$ cat src/rtl/tpu_tile_scheduler.sv
// Tile sequencer for a 4x4 output-stationary systolic array: walks output tiles,
// issues A/B buffer reads, clears/feeds/drains the array and writes C rows back.
module tpu_tile_scheduler #(
  parameter int unsigned ADDR_BITS = 16,
  parameter int unsigned ACC_BITS  = 32,
  parameter int unsigned DRAIN_CYC = 8
) (
  input  logic                     clk,
  input  logic                     reset,
  input  logic                     in_valid,
  input  logic [7:0]               M,
  input  logic [7:0]               K,
  input  logic [7:0]               N,
  output logic                     busy,
  output logic                     A_wr_en,
  output logic [ADDR_BITS-1:0]     A_index,
  output logic                     B_wr_en,
  output logic [ADDR_BITS-1:0]     B_index,
  output logic                     sa_rst,
  output logic                     feed_valid,
  input  logic [16*ACC_BITS-1:0]   sa_result,
  output logic                     C_wr_en,
  output logic [ADDR_BITS-1:0]     C_index,
  output logic [4*ACC_BITS-1:0]    C_data_in
);

  typedef enum logic [2:0] {
    S_IDLE, S_NULL, S_CLR, S_FEED, S_DRAIN, S_WRITE
  } state_t;

  state_t state_q, state_d;
  logic [7:0] m_q, k_q, n_q, m_d, k_d, n_d;
  logic [7:0] mt_q, nt_q, cnt_q, mt_d, nt_d, cnt_d;
  logic       last_mt, last_nt, row_ok;

  logic                   busy_d, sa_rst_d, feed_valid_d, c_wr_en_d;
  logic [ADDR_BITS-1:0]   a_index_d, b_index_d, c_index_d;
  logic [4*ACC_BITS-1:0]  c_data_d;

  // The scheduler only ever reads the operand buffers.
  assign A_wr_en = 1'b0;
  assign B_wr_en = 1'b0;

  assign last_mt = ({1'b0, mt_q} + 9'd1) == ((9'(m_q) + 9'd3) >> 2);
  assign last_nt = ({1'b0, nt_q} + 9'd1) == ((9'(n_q) + 9'd3) >> 2);

  // Next-state, tile counters and next-cycle output values.
  always_comb begin
    state_d      = state_q;
    m_d          = m_q;
    k_d          = k_q;
    n_d          = n_q;
    mt_d         = mt_q;
    nt_d         = nt_q;
    cnt_d        = cnt_q;
    busy_d       = 1'b0;
    sa_rst_d     = 1'b0;
    feed_valid_d = 1'b0;
    c_wr_en_d    = 1'b0;
    row_ok       = 1'b0;
    a_index_d    = A_index;
    b_index_d    = B_index;
    c_index_d    = C_index;
    c_data_d     = C_data_in;

    case (state_q)
      S_IDLE: begin
        if (in_valid) begin
          m_d   = M;
          k_d   = K;
          n_d   = N;
          mt_d  = 8'd0;
          nt_d  = 8'd0;
          cnt_d = 8'd0;
          state_d = (M == 8'd0 || K == 8'd0 || N == 8'd0) ? S_NULL : S_CLR;
        end
      end
      S_NULL: state_d = S_IDLE;
      S_CLR: begin
        state_d = S_FEED;
        cnt_d   = 8'd0;
      end
      S_FEED: begin
        if (cnt_q == k_q - 8'd1) begin
          state_d = S_DRAIN;
          cnt_d   = 8'd0;
        end else begin
          cnt_d = cnt_q + 8'd1;
        end
      end
      S_DRAIN: begin
        if (cnt_q == 8'(DRAIN_CYC)) begin
          state_d = S_WRITE;
          cnt_d   = 8'd0;
        end else begin
          cnt_d = cnt_q + 8'd1;
        end
      end
      S_WRITE: begin
        if (cnt_q == 8'd3) begin
          cnt_d   = 8'd0;
          state_d = S_CLR;
          if (last_nt) begin
            nt_d = 8'd0;
            if (last_mt) state_d = S_IDLE;
            else         mt_d    = mt_q + 8'd1;
          end else begin
            nt_d = nt_q + 8'd1;
          end
        end else begin
          cnt_d = cnt_q + 8'd1;
        end
      end
      default: state_d = S_IDLE;
    endcase

    busy_d       = (state_d != S_IDLE);
    sa_rst_d     = (state_d == S_CLR);
    // Buffer data arrives one cycle after its address was presented.
    feed_valid_d = (state_q == S_FEED);

    if (state_d == S_FEED) begin
      a_index_d = ADDR_BITS'(mt_d) * ADDR_BITS'(k_q) + ADDR_BITS'(cnt_d);
      b_index_d = ADDR_BITS'(nt_d) * ADDR_BITS'(k_q) + ADDR_BITS'(cnt_d);
    end

    if (state_d == S_WRITE) begin
      row_ok    = (10'({mt_d, 2'b00}) + 10'(cnt_d[1:0])) < 10'(m_q);
      c_wr_en_d = row_ok;
      c_index_d = ADDR_BITS'(nt_d) * ADDR_BITS'(m_q)
                + ADDR_BITS'({mt_d, 2'b00}) + ADDR_BITS'(cnt_d[1:0]);
      for (int unsigned c = 0; c < 4; c++) begin
        c_data_d[(3-c)*ACC_BITS +: ACC_BITS] =
          sa_result[(32'(cnt_d[1:0])*4 + c)*ACC_BITS +: ACC_BITS];
      end
    end
  end

  // State, counters and registered outputs.
  always_ff @(posedge clk) begin
    if (reset) begin
      state_q    <= S_IDLE;
      m_q        <= '0;
      k_q        <= '0;
      n_q        <= '0;
      mt_q       <= '0;
      nt_q       <= '0;
      cnt_q      <= '0;
      busy       <= 1'b0;
      sa_rst     <= 1'b0;
      feed_valid <= 1'b0;
      C_wr_en    <= 1'b0;
      A_index    <= '0;
      B_index    <= '0;
      C_index    <= '0;
      C_data_in  <= '0;
    end else begin
      state_q    <= state_d;
      m_q        <= m_d;
      k_q        <= k_d;
      n_q        <= n_d;
      mt_q       <= mt_d;
      nt_q       <= nt_d;
      cnt_q      <= cnt_d;
      busy       <= busy_d;
      sa_rst     <= sa_rst_d;
      feed_valid <= feed_valid_d;
      C_wr_en    <= c_wr_en_d;
      A_index    <= a_index_d;
      B_index    <= b_index_d;
      C_index    <= c_index_d;
      C_data_in  <= c_data_d;
    end
  end

endmodule
$ cat config.mk
export PLATFORM = sky130hd
export DESIGN_NAME = tpu_tile_scheduler
export DESIGN_NICKNAME = d
export VERILOG_FILES = /design/src/rtl/tpu_tile_scheduler.sv
export SDC_FILE = /design/constraint.sdc
export NUM_CORES = 1
export LEC_CHECK = 0
export CAP_MARGIN = 20
export CORE_AREA = 10 10 275 277
export DETAILED_ROUTE_END_ITERATION = 16
export DIE_AREA = 0 0 285 287
export RECOVER_POWER = 25
export SLEW_MARGIN = 5
export SYNTH_ARGS = -nofsm -noshare
export SYNTH_HDL_FRONTEND = slang
export SYNTH_SLANG_ARGS = --single-unit
$ cat constraint.sdc
create_clock -name clk -period 8.21 [get_ports clk]
set_input_delay 1.2315 -clock clk [delete_from_list [all_inputs] [get_ports clk]]
set_output_delay 1.2315 -clock clk [all_outputs]
set_load 0.1 [all_outputs]
==> impl_metrics.py, run 1 <==
metrics = {
    "logic_synthesis": {
        "synth_cell_types": 83,
        "synth_largest_type_area_fraction_pct": 23.2,
        "seq_area_frac_synth_pct": 23.2,
        "netlist.top_cell.by_area": "dfxtp_1",
        "netlist_instances": 2252,
        "synth-edff-count": 0,
        "synth.top_cells.by_area": "dfxtp_1 23%, fa_1 13%, mux2i_1 13%, ha_1 7.5%, a2bb2oi_1 5.6%",
        "synth.yosys.warnings": 0,
        "synth.cell_area_mm2": 0.0199,
        "synthesis.area_per_instance_um2": 8.84,
        "synth.ff_latch_count": 231,
        "postSynth.topFlopCell": "dfxtp_1",
        "synth-async-reset-ratio_pct": 0,
    },
    "floorplanning": {
        "die-area_mm2": 0.0818,
        "rows": 97,
        "ios": 721,
        "initial_core_util_pct": 28.5,
        "fp.coreArea_mm2": 0.0698,
        "die_h_um": 287,
        "die_width_um": 285,
    },
    "route": {
        "detail_route.iter0.violations": 1371,
        "via_count": 19600,
        "wire_per_inst_um": 29.1,
        "drt_pre_antenna_iters": 5,
        "via_per_inst": 5.04,
        "antenna_left": 0,
        "totalWireLength_um": 113000,
        "remaining_drc_errors": 0,
    },
    "sta": {
        "fin_crit_sh_pct": 93.7,
        "fin_setup_tns_ns": 0,
        "timing_worst_slew_pin_value_ns": 1.80,
        "worst_hold_slack_ns": 0.451,
        "timing.final.max_slew_violations": 32,
        "fmax_mhz": 130,
        "setup_ws_ns": 0.515,
        "skew_final_ns": 0.0147,
        "final_period_minus_worst_setup_slack_ns": 7.70,
        "timing.final.setup_violations": 0,
        "timing.slew.headroom_pct": -20.3,
        "rsz0062_at_grt": "no",
        "final-hold-violation-count": 0,
    },
    "clock_network": {
        "worst_setup_hold_path_clk_slew_ns": 0.06,
        "clk-insertion-delay-late_ns": 0.60,
        "cts_inserted_buffers": 31,
        "cts_max_level": 1,
        "clock_path_buffers": 3,
        "cts-root-buf": "clkbuf_16",
        "tritoncts": "built",
        "ctsHoldBuffers": 0,
        "clkSinkCount": 231,
    },
    "power_and_ir_drop": {
        "cellPowerDensity_mw_per_mm2": 119,
        "ir_worst_vdd_uv": 156,
        "p_leak_nw": 13.5,
    },
    "critical_path": {
        "timing.critical_path.from_type": "flip-flop",
        "timing.critical_path.fanout_max": 17,
        "worst-endpoint-arrival_ns": 8.22,
        "crit_path_end_kind": "flip-flop",
        "worstPathRequired_ns": 8.73,
        "timing_worst_setup_path_type": "reg -> reg",
        "rrSetupSlack_ns": 0.51,
    },
    "worst_hold_path": {
        "hold_class": "reg -> reg",
    },
    "grt": {
        "grt_start_max_net_pins": 111,
        "grt_pass1_wl_um": 153000,
        "gr-usage-all-layers_pct": 26.2,
        "grt_antenna_before_repair": 88,
        "number_of_global_route_vias_before_repair": 19400,
        "globalRouteOverflowTotal": 0,
    },
    "place": {
        "globalplace.congestion": 0.987,
        "place.port_buffers": 718,
        "setup_slack_at_placement_ns": 0.658,
        "dp.final_hpwl_um": 96000,
    },
    "run": {
        "maxCapViolCount": 2,
    },
    "status": {
        "outcome": "finished, violations left",
        "violated_checks": "max-capacitance violations, max-slew violations",
    },
    "final_layout": {
        "most-common-layout-cells": "652 x clkdlybuf4s50_1, 258 x mux2i_1, 231 x dfxtp_1",
        "drive_above_1_share_pct": 4.16,
        "area.growth.synth_to_final_pct": 45.7,
        "mostFrequentLayoutCell": "clkdlybuf4s50_1",
        "layout.nets": 3681,
        "number_of_fillers_in_the_final_layout": 7143,
    },
}
[per-stage QoR]
stage               cells  total power [mW]  util [%]  area (um^2)
floorplan            2253              1.56         -        19900
global placement     3793              1.99      39.9        27800
detailed placement   3795              2.00      39.9        27900
CTS                  3852              3.48      41.5        29000
global route         3877              3.56      41.5        29000
finish               3884              3.45      41.6        29000
[registers in the layout, indices dropped and copies added, names as in the netlist]
signal and cells:
C_data_in 128, A_index 16, B_index 16, C_index 16, cnt_q 8, k_q 8, m_q 8, mt_q 8
n_q 8, nt_q 8, state_q 3, C_wr_en 1, busy 1, feed_valid 1, sa_rst 1
[kinds of logic after synthesis]
| kind of cell | synth area share, % |
|---|---|
| AOI/OAI and AO/OA | 19.0 |
| xor gates and xnor gates | 2.80 |
| adders and majority gates | 21.0 |
| buffers and inverters | 7.95 |
| DFF | 23.2 |
| muxes | 13.0 |
| other | 0.0188 |
| and+or+nand+nor | 12.9 |
[timing repair]
item	CTS	global route
endpoints found under the setup margin	0	2
resized for setup	0	1
buffers inserted	0	0
[cells in the mapped netlist (19+ instances only)]
cell and count:
a21o_1 22, a21oi_1 113, a2bb2oi_1 128, and2_1 92, buf_2 42, buf_4 22
clkbuf_1 80, dfxtp_1 231, fa_1 134, ha_1 120, inv_1 219, mux2i_1 258
nand2_1 205, nand2b_1 19, nand3_1 25, nor2_1 66, nor3_1 24, o21ai_0 96
o21ai_1 61, xnor2_1 39, xor2_1 22
[layer usage]
metal  GRT usage (%)  up-vias  part of all wire, %
met2            42.1      776                   46
met5               0        -                 0.29
met3            10.1      225                   10
met4            13.5       54                  5.1
li1                -     9134                    -
met1            30.1     9373                   38
[cell type report]
cell class | instances | area (um^2) | area share, %
multi-input combinational | 1647 | 13700 | 47.3
clock buffer | 46 | 912 | 3.15
clock inverter | 11 | 163 | 0.561
timing repair buffer | 755 | 7490 | 25.8
tap | 940 | 1180 | 4.06
sequential | 231 | 4620 | 15.9
inverter | 222 | 833 | 2.87
antenna | 32 | 80.1 | 0.276
[power breakdown]
group	internal (mW)	leakage, nW	switching (mW)
combinational	0.415	11.1	0.402
clock	0.887	0.533	0.582
sequential	1.14	1.86	0.0246
[final timing paths]
path                    from           to  cells after the start
setup / recovery      k_q[1]  A_index[13]                     26
hold / removal    B_index[6]   B_index[6]                      2
setup reg to reg      k_q[1]  A_index[13]                     26
hold reg to reg   B_index[6]   B_index[6]                      2
[worst max-delay path, stage by stage, from the launching register on]
cell	delay (ns)
dfxtp_1	0.30
clkbuf_1	0.60
inv_1	0.26
ha_1	0.37
and3_1	0.20
a211oi_1	0.28
o22ai_1	0.21
a211o_1	0.35
and2_0	0.24
or2_2	0.34
a31o_2	0.30
fa_1	0.52
fa_1	0.53
inv_1	0.05
ha_1	0.26
inv_1	0.05
fa_1	0.53
inv_1	0.07
fa_1	0.46
a21o_1	0.17
a21o_1	0.20
a2111oi_1	0.55
nor3_1	0.15
nor3_1	0.23
xnor2_1	0.15
nand2_1	0.07
a21oi_1	0.16
Note: power is estimated with default switching activity, not from simulation.
==> inputs of run 2 (changes only) <==
--- a/config.mk
+++ b/config.mk
@@ -8,5 +8,5 @@
 export CAP_MARGIN = 20
-export CORE_AREA = 10 10 275 277
+export CORE_MARGIN = 10
+export CORE_UTILIZATION = 25
 export DETAILED_ROUTE_END_ITERATION = 16
-export DIE_AREA = 0 0 285 287
 export RECOVER_POWER = 25
--- a/constraint.sdc
+++ b/constraint.sdc
@@ -3,2 +3,2 @@
 set_output_delay 1.2315 -clock clk [all_outputs]
-set_load 0.1 [all_outputs]
+set_load 0.005 [all_outputs]
==> impl_metrics.py, run 2 (same netlist as run 1, synthesis figures left out) <==
metrics = {
    "status": {
        "outcome": "finished, final reports clean",
    },
    "final_layout": {
        "largest_register_ffs": 128,
        "ff_latch_area_mm2": 0.00462,
        "drive_above_1_share_pct": 4.33,
        "regMostFlops": "C_data_in",
        "number_of_fillers_in_the_final_layout": 8106,
        "layout.nets": 3683,
        "area.growth.synth_to_final_pct": 46.4,
        "multi_input_comb_area_mm2": 0.0137,
        "mostFrequentLayoutCell": "clkdlybuf4s50_1",
        "most-common-layout-cells": "638 x clkdlybuf4s50_1, 258 x mux2i_1, 231 x dfxtp_1",
    },
    "critical_path": {
        "worst_path_cell_chain": "nor4_1 > a211oi_1 > a211oi_1 > o22ai_2 > a211o_1 > and2_1 > or2_2 > a31o_2 > fa_1 > fa_1 > inv_1 > ha_1 > inv_1 > fa_1 > inv_1 > fa_1 > a21o_1 > a21o_1 > a2111oi_0 > nor3_1 > nor3_1 > xnor2_1 > nand2_1 > a21oi_1",
        "cpLargestDelayFamily": "compound AO/OA/AOI/OAI gates",
        "reg2reg_from": "k_q[4]",
        "crit_buf_inv": 3,
        "timing_worst_setup_path_type": "reg -> reg",
        "worstPathRequired_ns": 8.70,
        "worstSetupPathDepth": 24,
        "critical_path.max_stage_delay_ns": 0.98,
        "worst_r2r_path_depth": 24,
        "crit_path_end_kind": "flip-flop",
        "timing.critical_path.fanout_max": 12,
        "worst-endpoint-arrival_ns": 8.12,
        "critical_path.slowest_cell": "nor4_1",
        "timing.critical_path.to": "A_index[13]",
        "regToRegEndpoint": "A_index[13]",
        "worst_setup_path_startpoint": "k_q[4]",
        "crit_path_frequent_cell": "fa_1",
        "rrSetupSlack_ns": 0.58,
        "timing.critical_path.from_type": "flip-flop",
    },
    "grt": {
        "number_of_global_route_vias_before_repair": 19300,
        "global_route.usage.met2_pct": 38.7,
        "grt_antenna_before_repair": 86,
        "global_route.peak_usage_layer": "met2",
        "globalRouteOverflowTotal": 0,
        "gr-usage-all-layers_pct": 22.6,
        "groute.layer.met1.usage_pct": 25.6,
        "grt_pass1_wl_um": 148000,
        "grt_start_max_net_pins": 150,
        "grt_util_met3_pct": 8.56,
    },
    "floorplanning": {
        "rows": 103,
        "die_h_um": 302,
        "fp.coreArea_mm2": 0.0790,
        "ios": 721,
        "die_width_um": 302,
        "die-area_mm2": 0.0913,
        "initial_core_util_pct": 25.2,
    },
    "clock_network": {
        "worst_setup_hold_path_clk_slew_ns": 0.06,
        "cts-root-buf": "clkbuf_16",
        "cts_inserted_buffers": 34,
        "post-cts-setup-buffers": 0,
        "clkSinkCount": 231,
        "clk-insertion-delay-late_ns": 0.57,
        "ctsHoldBuffers": 0,
        "cts_max_level": 2,
        "clock_path_buffers": 3,
        "tritoncts": "built",
        "cts.repair.resized": 0,
    },
    "power_and_ir_drop": {
        "p_leak_nw": 13.5,
        "cellPowerDensity_mw_per_mm2": 118,
        "ir_worst_vdd_uv": 99.9,
    },
    "worst_hold_path": {
        "hold_class": "reg -> reg",
    },
    "sta": {
        "rsz0062_at_grt": "no",
        "timing.final.max_slew_violations": 0,
        "fin_crit_sh_pct": 92.9,
        "timing.slew.headroom_pct": 27.5,
        "timing_worst_slew_pin_value_ns": 1.09,
        "skew_final_ns": 0.0339,
        "final_period_minus_worst_setup_slack_ns": 7.63,
        "fmax_mhz": 131,
        "worst_hold_slack_ns": 0.448,
        "timing.final.setup_violations": 0,
        "setup_ws_ns": 0.582,
        "final-hold-violation-count": 0,
        "fin_setup_tns_ns": 0,
    },
    "route": {
        "totalWireLength_um": 109000,
        "via_per_inst": 4.94,
        "drt_pre_antenna_iters": 5,
        "wire_per_inst_um": 27.3,
        "remaining_drc_errors": 0,
        "detail_route.iter0.violations": 1460,
        "antenna_left": 0,
        "via_count": 19600,
    },
    "place": {
        "setup_slack_at_placement_ns": 0.673,
        "place.port_buffers": 718,
        "dp.final_hpwl_um": 90200,
        "globalplace.congestion": 0.946,
    },
    "run": {
        "maxCapViolCount": 0,
    },
}
-- run 2: worst min path at each step --
stage                           start     endpoint  slack [ns]  cells past startpoint
after floorplan            C_index[7]   C_index[7]        0.45                      2
after global placement    B_index[14]  B_index[14]        0.44                      2
after detailed placement   C_index[8]   C_index[8]        0.44                      2
after CTS                  C_index[8]   C_index[8]        0.45                      2
after global routing       C_index[8]   C_index[8]        0.47                      2
final                      C_index[8]   C_index[8]        0.45                      2
-- run 2: where the power goes --
part | switching [mW] | internal, mW | total [mW]
Clock | 0.622 | 0.887 | 1.51
Combinational | 0.348 | 0.418 | 0.766
Sequential | 0.0288 | 1.14 | 1.16
Total | 0.999 | 2.44 | 3.44
-- run 2: area by class of cell --
class                   instances  area share [%]
repair buffers                754            25.7
inverters                     222            2.86
clock inverters                12           0.498
clock buffers                  46            3.29
diodes                         14           0.120
well taps                    1050            4.51
multi-input cells            1647            47.2
flip-flops and latches        231            15.9
-- run 2: stage by stage --
step | power, mW | area (um^2) | cells | utilization [%]
floorplan | 1.53 | 19900 | 2253 | -
global placement | 1.95 | 28000 | 3903 | 35.4
detailed placement | 1.95 | 28000 | 3904 | 35.4
CTS | 3.49 | 29100 | 3962 | 36.8
global route | 3.57 | 29100 | 3971 | 36.9
finish | 3.44 | 29100 | 3976 | 36.9
-- run 2: metal layers --
| layer | share of wire [%] | wire length [um] | up-vias |
|---|---|---|---|
| met4 | 3.2 | 3520 | 78 |
| met2 | 49 | 52700 | 847 |
| li1 | - | - | 9127 |
| met1 | 38 | 41100 | 9329 |
| met5 | 0.43 | 471 | - |
| met3 | 9.9 | 10700 | 256 |
-- run 2: worst register-to-register path: cells and delay by family (launching register included) --
family                   cells  cell delay, ns
adder cells (fa/ha/maj)      5            2.28
AND/OR/NAND/NOR              6            2.02
AO/OA/AOI/OAI                9            2.43
flip-flops                   1            0.50
XOR/XNOR                     1            0.15
buffers and inverters        3            0.16
==> inputs of run 3 (changes only) <==
clock period = 8.7 ns   (was 8.21 ns; I/O delays follow)
==> impl_metrics.py, run 3 (same netlist as run 1, synthesis figures left out) <==
metrics = {
    "final_layout": {
        "mostFrequentLayoutCell": "clkdlybuf4s50_1",
        "largest_register_ffs": 128,
        "most-common-layout-cells": "638 x clkdlybuf4s50_1, 258 x mux2i_1, 231 x dfxtp_1",
        "number_of_fillers_in_the_final_layout": 8089,
        "regMostFlops": "C_data_in",
        "layout.nets": 3678,
        "area.growth.synth_to_final_pct": 45.8,
        "drive_above_1_share_pct": 3.96,
    },
    "sta": {
        "timing.final.max_slew_violations": 104,
        "timing.slew.headroom_pct": -113,
        "timing_worst_slew_pin_value_ns": 3.19,
        "setup_ws_ns": 0.956,
        "final_period_minus_worst_setup_slack_ns": 7.74,
        "final-hold-violation-count": 0,
        "fin_setup_tns_ns": 0,
        "fin_crit_sh_pct": 89.0,
        "rsz0062_at_grt": "no",
        "timing.final.setup_violations": 0,
        "skew_final_ns": 0.0179,
        "fmax_mhz": 129,
    },
    "critical_path": {
        "worst_setup_path_startpoint": "mt_q[0]",
        "worst-endpoint-arrival_ns": 8.07,
        "critical_path.slowest_cell": "nor4_2",
        "timing_worst_setup_path_type": "reg -> reg",
        "rrSetupSlack_ns": 0.96,
        "timing.critical_path.fanout_max": 14,
        "crit_path_end_kind": "flip-flop",
        "worstPathRequired_ns": 9.03,
        "cpLargestDelayFamily": "adder cells",
        "reg2reg_from": "mt_q[0]",
        "regToRegEndpoint": "A_index[15]",
        "crit_buf_inv": 3,
        "worst_r2r_path_depth": 25,
        "timing.critical_path.from_type": "flip-flop",
        "timing.critical_path.to": "A_index[15]",
        "crit_path_frequent_cell": "fa_1",
        "worstSetupPathDepth": 25,
        "critical_path.max_stage_delay_ns": 0.65,
    },
    "floorplanning": {
        "die_h_um": 302,
        "die_width_um": 302,
        "ios": 721,
        "rows": 103,
        "fp.coreArea_mm2": 0.0790,
        "die-area_mm2": 0.0913,
        "initial_core_util_pct": 25.2,
    },
    "power_and_ir_drop": {
        "p_leak_nw": 13.5,
        "ir_worst_vdd_uv": 157,
        "cellPowerDensity_mw_per_mm2": 109,
    },
    "clock_network": {
        "ctsHoldBuffers": 0,
        "cts.repair.resized": 0,
        "clk-insertion-delay-late_ns": 0.62,
        "worst_setup_hold_path_clk_slew_ns": 0.07,
        "cts_max_level": 1,
        "post-cts-setup-buffers": 0,
        "clkSinkCount": 231,
        "cts-root-buf": "clkbuf_16",
        "cts_inserted_buffers": 31,
        "clock_path_buffers": 3,
        "tritoncts": "built",
    },
    "route": {
        "drt_pre_antenna_iters": 5,
        "via_per_inst": 4.92,
        "remaining_drc_errors": 0,
        "detail_route.iter0.violations": 1341,
        "totalWireLength_um": 107000,
        "wire_per_inst_um": 27.0,
        "antenna_left": 0,
        "via_count": 19500,
    },
    "place": {
        "setup_slack_at_placement_ns": 1.17,
        "dp.final_hpwl_um": 89100,
        "globalplace.congestion": 0.925,
        "place.port_buffers": 718,
    },
    "grt": {
        "grt_antenna_before_repair": 89,
        "globalRouteOverflowTotal": 0,
        "gr-usage-all-layers_pct": 22.3,
        "grt_start_max_net_pins": 149,
        "number_of_global_route_vias_before_repair": 19300,
        "grt_pass1_wl_um": 147000,
    },
    "worst_hold_path": {
        "holdPathStages": 2,
        "hold_class": "reg -> reg",
    },
    "status": {
        "outcome": "finished, violations left",
        "violated_checks": "max-capacitance violations, max-slew violations",
    },
    "run": {
        "maxCapViolCount": 2,
    },
}
-- run 3: cell count changes in the layout (fill, tap and decap cells not counted), sizes merged --
| cell | before | now |
|---|---|---|
| inv | 222 | 220 |
| clkinv | 8 | 6 |
| clkbuf | 47 | 42 |
| diode | 14 | 18 |
| buf | 36 | 33 |
| bufinv | 2 | 5 |
-- run 3: metrics by stage --
stage	total power, mW	instances	hold WS, ns	area (um^2)	util (%)
6_report	3.16	3971	0.448	29000	36.7
5_1_grt	3.28	3966	0.475	29000	36.7
4_1_cts	3.20	3953	0.451	29000	36.7
3_5_place_dp	1.83	3902	0.443	28000	35.4
3_3_place_gp	1.83	3900	0.439	28000	35.4
2_1_floorplan	1.44	2253	0.448	19900	-
-- run 3: worst min path at each step --
stage	start	endpoint	slack [ns]
2_1_floorplan	C_index[7]	C_index[7]	0.45
3_3_place_gp	A_index[12]	A_index[12]	0.44
3_5_place_dp	C_index[8]	C_index[8]	0.44
4_1_cts	C_index[8]	C_index[8]	0.45
5_1_grt	A_index[6]	A_index[6]	0.47
6_report	A_index[12]	A_index[12]	0.45
-- run 3: cell type report --
type / count / area [um^2] / area share, %
Clock buffer: 40 / 820 / 2.82
Clock inverter: 11 / 189 / 0.651
Timing Repair Buffer: 752 / 7450 / 25.7
Inverter: 222 / 833 / 2.87
Sequential cell: 231 / 4620 / 15.9
Tap cell: 1050 / 1310 / 4.53
Antenna cell: 18 / 45.0 / 0.155
Multi-Input combinational cell: 1647 / 13700 / 47.4
-- run 3: routing by layer --
metal	share of wire [%]	vias to the layer above	track usage (%)
met5	0.54	-	0
met4	2.8	88	6.93
met1	37	9286	25.1
li1	-	9118	-
met3	10	241	8.89
met2	49	793	38.1
-- run 3: worst reg2reg max path: stages (launching register included) --
cell       delay [ns]
dfxtp_1          0.53
ha_1             0.56
nand3_1          0.25
xnor2_1          0.23
xnor2_1          0.14
o211ai_1         0.14
nor4_2           0.65
or4b_1           0.38
nand3_1          0.34
nand2_1          0.21
fa_1             0.46
fa_1             0.54
inv_1            0.05
ha_1             0.26
inv_1            0.05
fa_1             0.53
inv_1            0.07
fa_1             0.45
a21o_1           0.17
a21o_1           0.21
a2111oi_0        0.60
nor3_1           0.16
nor2_1           0.14
a211o_1          0.14
xnor2_1          0.12
a211oi_1         0.09
-- run 3: where the power goes --
| group | internal, mW | total (mW) | switching [mW] |
|---|---|---|---|
| Clock | 0.801 | 1.35 | 0.546 |
| Sequential | 1.07 | 1.10 | 0.0289 |
| Combinational | 0.391 | 0.711 | 0.320 |
